--- config.mk ---
export PLATFORM = sky130hd
export DESIGN_NAME = bias_bank_stream_flat
export DESIGN_NICKNAME = d
export VERILOG_FILES = /design/src/rtl/bias_pkg.sv /design/src/rtl/bias_bank_stream_if.sv /design/src/rtl/bias_sat_add.sv /design/src/rtl/bias_bank_stream.sv /design/src/flat_wrapper.sv
export SDC_FILE = /design/constraint.sdc
export NUM_CORES = 2
export LEC_CHECK = 0
export ABC_CLOCK_PERIOD_IN_PS = 8250
export CAP_MARGIN = 20
export CELL_PAD_IN_SITES_DETAIL_PLACEMENT = 0
export CELL_PAD_IN_SITES_GLOBAL_PLACEMENT = 1
export CORE_MARGIN = 8
export CORE_UTILIZATION = 45
export CTS_BUF_LIST = sky130_fd_sc_hd__clkbuf_16
export CTS_CLUSTER_DIAMETER = 200
export DETAILED_ROUTE_END_ITERATION = 6
export PLACE_DENSITY = 0.78
export SYNTH_ARGS = -nofsm -noshare
export SYNTH_HDL_FRONTEND = slang
export SYNTH_SLANG_ARGS = --single-unit
--- constraint.sdc ---
create_clock -name clk -period 8.25 [get_ports clk]
set_input_delay 1.65 -clock clk [delete_from_list [all_inputs] [get_ports clk]]
set_output_delay 1.65 -clock clk [all_outputs]
set_load 0.01 [all_outputs]
--- src/rtl/bias_pkg.sv ---
// Shared constants and helpers for the bias_bank_stream bias stage.
package bias_pkg;

    localparam int BIAS_DATA_W  = 18;
    localparam int BIAS_N_LANES = 16;

    localparam logic signed [BIAS_DATA_W-1:0] SAT_MAX = {1'b0, {(BIAS_DATA_W-1){1'b1}}};
    localparam logic signed [BIAS_DATA_W-1:0] SAT_MIN = {1'b1, {(BIAS_DATA_W-1){1'b0}}};

    // Lane i of a packed vector lives at bits [DATA_W*(i+1)-1 : DATA_W*i].
    function automatic logic [BIAS_DATA_W-1:0] lane_slice(
        input logic [BIAS_N_LANES*BIAS_DATA_W-1:0] vec,
        input int                                  lane
    );
        return vec[lane*BIAS_DATA_W +: BIAS_DATA_W];
    endfunction

endpackage

--- src/rtl/bias_bank_stream_if.sv ---
// Config port plus input/output valid/ready streams of the bias stage.
interface bias_bank_stream_if #(
    parameter int N_LANES = 16,
    parameter int DATA_W  = 18,
    parameter int GRP_W   = 2
) ();

    logic                       cfg_we;
    logic [GRP_W-1:0]           cfg_grp;
    logic [N_LANES*DATA_W-1:0]  cfg_data;

    logic                       in_valid;
    logic                       in_ready;
    logic [N_LANES*DATA_W-1:0]  in_data;
    logic                       in_last;

    logic                       out_valid;
    logic                       out_ready;
    logic [N_LANES*DATA_W-1:0]  out_data;
    logic                       out_last;
    logic [GRP_W-1:0]           out_grp;

    modport master (
        output cfg_we, cfg_grp, cfg_data,
        output in_valid, in_data, in_last,
        input  in_ready,
        input  out_valid, out_data, out_last, out_grp,
        output out_ready
    );

    modport slave (
        input  cfg_we, cfg_grp, cfg_data,
        input  in_valid, in_data, in_last,
        output in_ready,
        output out_valid, out_data, out_last, out_grp,
        input  out_ready
    );

endinterface

--- src/rtl/bias_sat_add.sv ---
// One lane: sign-extended accumulator + bias with clamp to the DATA_W range.
// Optional build macro BIAS_BANK_RELU_EN forces negative results to zero after the clamp.
module bias_sat_add
    import bias_pkg::*;
#(
    parameter int DATA_W = BIAS_DATA_W
) (
    input  logic signed [DATA_W-1:0] acc,
    input  logic signed [DATA_W-1:0] bias,
    output logic signed [DATA_W-1:0] res,
    output logic                     sat
);

    localparam logic signed [DATA_W-1:0] MAXV = {1'b0, {(DATA_W-1){1'b1}}};
    localparam logic signed [DATA_W-1:0] MINV = {1'b1, {(DATA_W-1){1'b0}}};

    logic signed [DATA_W:0] sum;

    // Overflow shows as the two top bits of the widened sum disagreeing.
    function automatic logic signed [DATA_W-1:0] clamp(input logic signed [DATA_W:0] s);
        if (s[DATA_W] != s[DATA_W-1]) begin
            return s[DATA_W] ? MINV : MAXV;
        end
        return s[DATA_W-1:0];
    endfunction

`ifdef BIAS_BANK_RELU_EN
    function automatic logic signed [DATA_W-1:0] relu(input logic signed [DATA_W-1:0] v);
        return v[DATA_W-1] ? '0 : v;
    endfunction
`endif

    always_comb begin
        sum = {acc[DATA_W-1], acc} + {bias[DATA_W-1], bias};
        sat = sum[DATA_W] ^ sum[DATA_W-1];
`ifdef BIAS_BANK_RELU_EN
        res = relu(clamp(sum));
`else
        res = clamp(sum);
`endif
    end

endmodule

--- src/rtl/bias_bank_stream.sv ---
// Runtime-loadable bias bank added per channel group to accumulator beats, with one output register.
// Optional build macro BIAS_BANK_RELU_EN (handled per lane in bias_sat_add).
module bias_bank_stream
    import bias_pkg::*;
#(
    parameter int N_LANES    = BIAS_N_LANES,
    parameter int DATA_W     = BIAS_DATA_W,
    parameter int NUM_GROUPS = 4,
    parameter int GRP_W      = (NUM_GROUPS > 1) ? $clog2(NUM_GROUPS) : 1
) (
    input  logic               clk,
    input  logic               rst,
    bias_bank_stream_if.slave  bus,
    output logic               sat_seen
);

    localparam int               BUS_W    = N_LANES * DATA_W;
    localparam logic [GRP_W:0]   NG_EXT   = (GRP_W+1)'(NUM_GROUPS);
    localparam logic [GRP_W-1:0] GRP_LAST = GRP_W'(NUM_GROUPS - 1);

    logic [BUS_W-1:0]   bank [NUM_GROUPS];
    logic [GRP_W-1:0]   grp;

    logic               ready_p0;
    logic               accept_p0;
    logic [BUS_W-1:0]   row_p0;
    logic [BUS_W-1:0]   data_p0;
    logic [N_LANES-1:0] sat_p0;

    logic               vld_p1;
    logic [BUS_W-1:0]   data_p1;
    logic               last_p1;
    logic [GRP_W-1:0]   grp_p1;

    function automatic logic [GRP_W-1:0] grp_next(input logic [GRP_W-1:0] g);
        return (g == GRP_LAST) ? '0 : g + 1'b1;
    endfunction

    // ---- stage p0: handshake, bank read, per-lane add/clamp ----
    assign ready_p0  = !vld_p1 || bus.out_ready;
    assign accept_p0 = bus.in_valid && ready_p0;
    assign row_p0    = bank[grp];

    for (genvar i = 0; i < N_LANES; i++) begin : g_lane
        bias_sat_add #(
            .DATA_W (DATA_W)
        ) u_add (
            .acc  (bus.in_data[i*DATA_W +: DATA_W]),
            .bias (row_p0[i*DATA_W +: DATA_W]),
            .res  (data_p0[i*DATA_W +: DATA_W]),
            .sat  (sat_p0[i])
        );
    end

    // Reads above see the pre-write row, so a same-edge write only affects later beats.
    always_ff @(posedge clk) begin
        if (rst) begin
            for (int g = 0; g < NUM_GROUPS; g++) begin
                bank[g] <= '0;
            end
        end else if (bus.cfg_we && ({1'b0, bus.cfg_grp} < NG_EXT)) begin
            bank[bus.cfg_grp] <= bus.cfg_data;
        end
    end

    // ---- stage p1: output register and group counter ----
    always_ff @(posedge clk) begin
        if (rst) begin
            vld_p1   <= 1'b0;
            data_p1  <= '0;
            last_p1  <= 1'b0;
            grp_p1   <= '0;
            grp      <= '0;
            sat_seen <= 1'b0;
        end else if (accept_p0) begin
            vld_p1  <= 1'b1;
            data_p1 <= data_p0;
            last_p1 <= bus.in_last;
            grp_p1  <= grp;
            if (bus.in_last) begin
                grp <= grp_next(grp);
            end
            if (|sat_p0) begin
                sat_seen <= 1'b1;
            end
        end else if (bus.out_ready) begin
            vld_p1 <= 1'b0;
        end
    end

    assign bus.in_ready  = ready_p0;
    assign bus.out_valid = vld_p1;
    assign bus.out_data  = data_p1;
    assign bus.out_last  = last_p1;
    assign bus.out_grp   = grp_p1;

endmodule

--- src/flat_wrapper.sv ---
// flat-port wrapper written by rule: the top's interface ports become plain ports
module bias_bank_stream_flat import bias_pkg::*;
#(
    parameter int N_LANES    = BIAS_N_LANES,
    parameter int DATA_W     = BIAS_DATA_W,
    parameter int NUM_GROUPS = 4,
    parameter int GRP_W      = (NUM_GROUPS > 1) ? $clog2(NUM_GROUPS) : 1
)
  (clk, rst, sat_seen, bus_cfg_we, bus_cfg_grp, bus_cfg_data, bus_in_valid, bus_in_data, bus_in_last, bus_in_ready, bus_out_valid, bus_out_data, bus_out_last, bus_out_grp, bus_out_ready);
  bias_bank_stream_if #(.N_LANES(N_LANES), .DATA_W(DATA_W), .GRP_W(GRP_W)) bus_i ();
  input  logic clk;
  input  logic rst;
  output logic sat_seen;
  input wire logic [$bits(bus_i.cfg_we)-1:0] bus_cfg_we;
  input wire logic [$bits(bus_i.cfg_grp)-1:0] bus_cfg_grp;
  input wire logic [$bits(bus_i.cfg_data)-1:0] bus_cfg_data;
  input wire logic [$bits(bus_i.in_valid)-1:0] bus_in_valid;
  input wire logic [$bits(bus_i.in_data)-1:0] bus_in_data;
  input wire logic [$bits(bus_i.in_last)-1:0] bus_in_last;
  output wire logic [$bits(bus_i.in_ready)-1:0] bus_in_ready;
  output wire logic [$bits(bus_i.out_valid)-1:0] bus_out_valid;
  output wire logic [$bits(bus_i.out_data)-1:0] bus_out_data;
  output wire logic [$bits(bus_i.out_last)-1:0] bus_out_last;
  output wire logic [$bits(bus_i.out_grp)-1:0] bus_out_grp;
  input wire logic [$bits(bus_i.out_ready)-1:0] bus_out_ready;
  assign bus_i.cfg_we = bus_cfg_we;
  assign bus_i.cfg_grp = bus_cfg_grp;
  assign bus_i.cfg_data = bus_cfg_data;
  assign bus_i.in_valid = bus_in_valid;
  assign bus_i.in_data = bus_in_data;
  assign bus_i.in_last = bus_in_last;
  assign bus_in_ready = bus_i.in_ready;
  assign bus_out_valid = bus_i.out_valid;
  assign bus_out_data = bus_i.out_data;
  assign bus_out_last = bus_i.out_last;
  assign bus_out_grp = bus_i.out_grp;
  assign bus_i.out_ready = bus_out_ready;
  bias_bank_stream #(.N_LANES(N_LANES), .DATA_W(DATA_W), .NUM_GROUPS(NUM_GROUPS), .GRP_W(GRP_W)) u_core (.clk(clk), .rst(rst), .bus(bus_i), .sat_seen(sat_seen));
endmodule
# [Word level (Yosys, flattened, before mapping)]
# Memory sizes are Yosys's and may differ from the RTL's. A register that Yosys moved wholly into a read port is not among the register bits.
# Cells that the tools add are included.
[word_totals] reg_bits=295 mem_bits_rw=1152 input_bits=584 output_inout_bits=294 elab_cells=142 memories=1
[op_classes] addsub=17 eq_ne=17 muxes=77 bitwise=16 n_reduce_logical=8
[memory_table] memory="u_core.bank" depth=4 word_bits=288 read_ports=1 rd_clocked_by_memory_dff=1 wr=4 line_no="bias_bank_stream.sv:21" rtl="logic [BUS_W-1:0] bank [NUM_GROUPS];"
[ops] cell="18-bit 2-to-1 mux" n=48
[ops] cell="18-bit by 18-bit adder with 19-bit output" n=16
[ops] cell="288-bit 2-to-1 mux" n=1
[ops] cell="288-bit OR reduction" n=1
[ops] cell="1-bit 2-to-1 mux" n=24
[ops] cell="1-bit != test" n=16
[ops] cell="16-bit OR reduction" n=1
[ops] cell="1-bit bitwise XOR" n=16
[ops] cell="2-bit 2-to-1 mux" n=4
[ops] cell="2-bit AND reduction" n=2
[ops] cell="2-bit by 1-bit adder with 2-bit output (second input constant)" n=1
[ops] cell="2-bit == test (second input constant)" n=1
[ops] cell="2-bit nonzero test" n=1
[ops] cell="1-bit logical AND" n=1
[ops] cell="1-bit logical NOT" n=1
[ops] cell="1-bit logical OR" n=1

# [Longest topological paths before layout]
[depth] word_depth=6 depth_mapped=18 ltp_nobuf=14

# [Cells and area by module]
# Synthesis repeated with hierarchy kept, for this count alone.
[unflattened] hier_cells=6562 hier_area_um2=77647.0
[by_module_without_submodules] mod="bias_bank_stream" instances=1 cells_each=4146 area_each_um2=60290.3 seq_area_each_um2=40538.9
[by_module_without_submodules] mod="bias_sat_add" instances=16 cells_each=151 area_each_um2=1084.8 seq_area_each_um2=0.0

# [Worst setup path after synthesis]
# No wires, ideal clock.
[synth_path] path_kind="input -> register" startpoint="in rst" endpoint="mem u_core.bank[0][0] (netlist name), enable pin" setup_ns=0.531 arrival_ns=6.072 required_time_ns=7.719 setup_slack_ns=1.647 stages=4 n_path_buf=1 cell_sequence="nand2b_1 > nor3_1 > clkbuf_1 > or2_2"
[synth_rtl] element="start, declared" line_no="flat_wrapper.sv:12" rtl="input logic rst;"
[synth_rtl] element="end, declared" line_no="bias_bank_stream.sv:21"

==> flow_metrics.tcl <==
set metrics [dict create \
    cp_slowest_cell "xor2_2" \
    rsz0062_at_grt "false" \
    fin_tns_setup_ps 0 \
    critical_path.max_stage_delay_ps 790 \
    detail_route.wirelength_mm 230 \
    ys_seq_elements 1449 \
    synth_fa_ha_area_frac 0.0606 \
    die_y_um 424 \
    clockBufferDepth 3 \
    cts.sinks 1449 \
    cap_violations 0 \
    fin_skew_ps 39.0 \
    synth-simple-area-share 0.144 \
    wire_per_inst_um 24.8 \
    final_antenna_net_count 0 \
    setup_viol 0 \
    place_hpwl_mm 158 \
    grt_max_degree 153 \
    dieArea_um2 179000 \
    crit_type "flip-flop to flip-flop" \
    coreArea_um2 165000 \
    row_count 149 \
    grt_pass1_wl_mm 336 \
    holdWs_ps 455 \
    hold_end "u_core.bus.out_grp[1]" \
    synthesis.area_um2 74700 \
    cts.clk_slew.worst_paths_ps 60 \
    clock.fmax_ghz 0.176 \
    cts_resized 0 \
    synth_ff_type "edfxtp_1" \
    portBuffers 877 \
    area_delta_synth_final_pct 22.0 \
    path_cells "buf_4 > mux4_2 > ha_1 > a21o_1 > a21o_1 > a221oi_2 > o21bai_1 > a21oi_1 > xor2_2 > xor2_1 > nand4_1 > nor4_2 > a311oi_2" \
    cts_tree "yes" \
    path_max_fanout 25 \
    initial_core_util 0.453 \
    synth_edf_count 1152 \
    root_buffer "clkbuf_16" \
    worstSetupStartpointType "flip-flop" \
    cts_inserted_buffers 160 \
    place_congestion 0.906 \
    drive_gt1_frac 0.0920 \
    r2r_end "u_core.sat_seen" \
    syn_inst 6106 \
    synth_compound_area_frac 0.113 \
    power_mw 20.6 \
    boundaryPins 878 \
    final_nets 7756 \
    endpoint_kind "flip-flop" \
    holdBufCountCts 0 \
    fill_cells 13900 \
    yosysUniqueCellTypes 81 \
    crit_arrival_ps 6290 \
    cts_max_level 4 \
    power.density_nw_per_um2 226 \
    crit_required_ps 8840 \
    holdPathStages 2 \
    crit_top_cell "a21o_1" \
    ys_async_sr_fraction 0 \
    synth_warnings 0 \
    rrSetupSlack_ps 2550 \
    grt_usage 0.247 \
    first_global_vias 50500 \
    cts_setup_buffers 0 \
    finalHoldViolations 0 \
    overflow 0 \
    slew_viol_final 0 \
    min_from "u_core.bus.out_grp[1]" \
    antenna_found_initial 110 \
    die_w_um 424 \
    p_leak_nw 33.2 \
    period_needed_ps 5700 \
    synth_xor_area_frac 0.0287 \
    synth.area.mux_share 0.0874 \
    period_share 0.691 \
    ys_seq_area_frac 0.542 \
    reg2reg_depth 13 \
    synth_top_family_by_area "simple AND/OR/NAND/NOR gates" \
    avgSynthCellArea_um2 12.2 \
    worst_pin_slew_ps 1100 \
    syn_nets 6995 \
    ir_worst_vdd_mv 0.189 \
    insertion_delay_ps 780 \
    dr.pass1.iters 6 \
    min_path_type "flip-flop to flip-flop" \
    drc 0 \
    relSlewSlack 0.262 \
    status "finished clean" \
    via_per_inst 5.54 \
    first_iter_violations 3738 \
    vias 51300 \
]
-- layer usage --
metal,routed length (um),vias up,global-route usage
li1,-,24200,-
met1,91600,25200,0.303
met2,115000,1442,0.422
met3,11900,410,0.0462
met4,10500,28,0.115
met5,187,-,0
-- report_power, final --
| part | internal (mW) | switching (mW) | leakage, nW |
|---|---|---|---|
| clock network | 3.95 | 3.04 | 2.67 |
| registers | 8.55 | 0.254 | 13.7 |
| logic | 2.15 | 2.70 | 16.8 |
| total | 14.7 | 6.00 | 33.2 |
-- cells in the final DEF, fill, tap and decap left out, types with 280 or more instances in the layout --
master              n
and2_1           1157
edfxtp_1         1152
clkdlybuf4s50_1   876
a21oi_1           422
nor2_1            416
o21ai_0           303
dfxtp_1           295
ha_1              289
mux4_2            288
a211oi_1          280
-- per-stage QoR --
step | worst slack (ps) | util | instance area [um^2] | instances
6_report | 2550 | 0.553 | 91200 | 9255
5_1_grt | 2080 | 0.552 | 91100 | 9233
4_1_cts | 2320 | 0.552 | 91000 | 9187
3_5_place_dp | 2350 | 0.521 | 85900 | 8894
3_3_place_gp | 2040 | 0.521 | 85900 | 8893
2_1_floorplan | 1650 | - | 74700 | 6106
-- critical path, delay by kind of cell (launching register included) --
family          cells  cell delay [ps]
xor+xnor            2             1490
compound gates      6             1310
flops               1              770
buf+inv             1              590
mux                 1              580
simple gates        2              420
fa+ha+maj           1              360
-- worst max-delay path by stage --
stage | cells after the start | end | slack [ps]
after global routing | 13 | u_core.sat_seen | 2080
after floorplan | 4 | u_core.bank[0][0] | 1650
after global placement | 14 | u_core.sat_seen | 2040
after CTS | 13 | u_core.sat_seen | 2320
after detailed placement | 12 | u_core.sat_seen | 2350
final | 13 | u_core.sat_seen | 2550
-- area by class of cell --
class / count / area, um^2 / share of cell area
tap: 2189 / 2740 / 0.0300
clock inverter: 132 / 1090 / 0.0119
sequential: 1449 / 40500 / 0.445
timing repair buffer: 951 / 9660 / 0.106
multi-input combinational: 4168 / 32500 / 0.356
clock buffer: 161 / 4030 / 0.0442
antenna: 68 / 170 / 0.00187
inverter: 137 / 514 / 0.00564
-- sequential cells by signal, indices dropped and copies added, names as in the netlist, named ones only --
register	cells
u_core.bank	1152
u_core.bus.out_valid	1
u_core.grp	2
u_core.bus.out_data	288
u_core.bus.out_grp	2
u_core.bus.out_last	1
u_core.sat_seen	1
-- cells in the mapped netlist, drive strengths merged, types with 61 or more instances --
library cell,n,area (um^2)
a211oi,282,2130
edfxtp,1152,34600
nor2,417,1570
xor2,61,542
ha,289,3620
clkbuf,303,1140
a21oi,426,2140
mux4,288,6490
and2,1158,7240
inv,137,514
dfxtp,297,5950
nand2,101,379
a21o,83,623
o21ai,313,1570
xnor2,181,1600
-- cell families (layout without fill, tap and decap cells) --
logic type | count (synthesis) | after routing
buffers and inverters | 489 | 1381
AND/OR/NAND/NOR | 1931 | 1931
multiplexers | 292 | 292
adder cells (fa/ha/maj) | 364 | 364
flip-flops | 1449 | 1449
AO/OA/AOI/OAI | 1339 | 1339
other | 0 | 68
XOR/XNOR | 242 | 242
(Power assumes the default switching activity.)
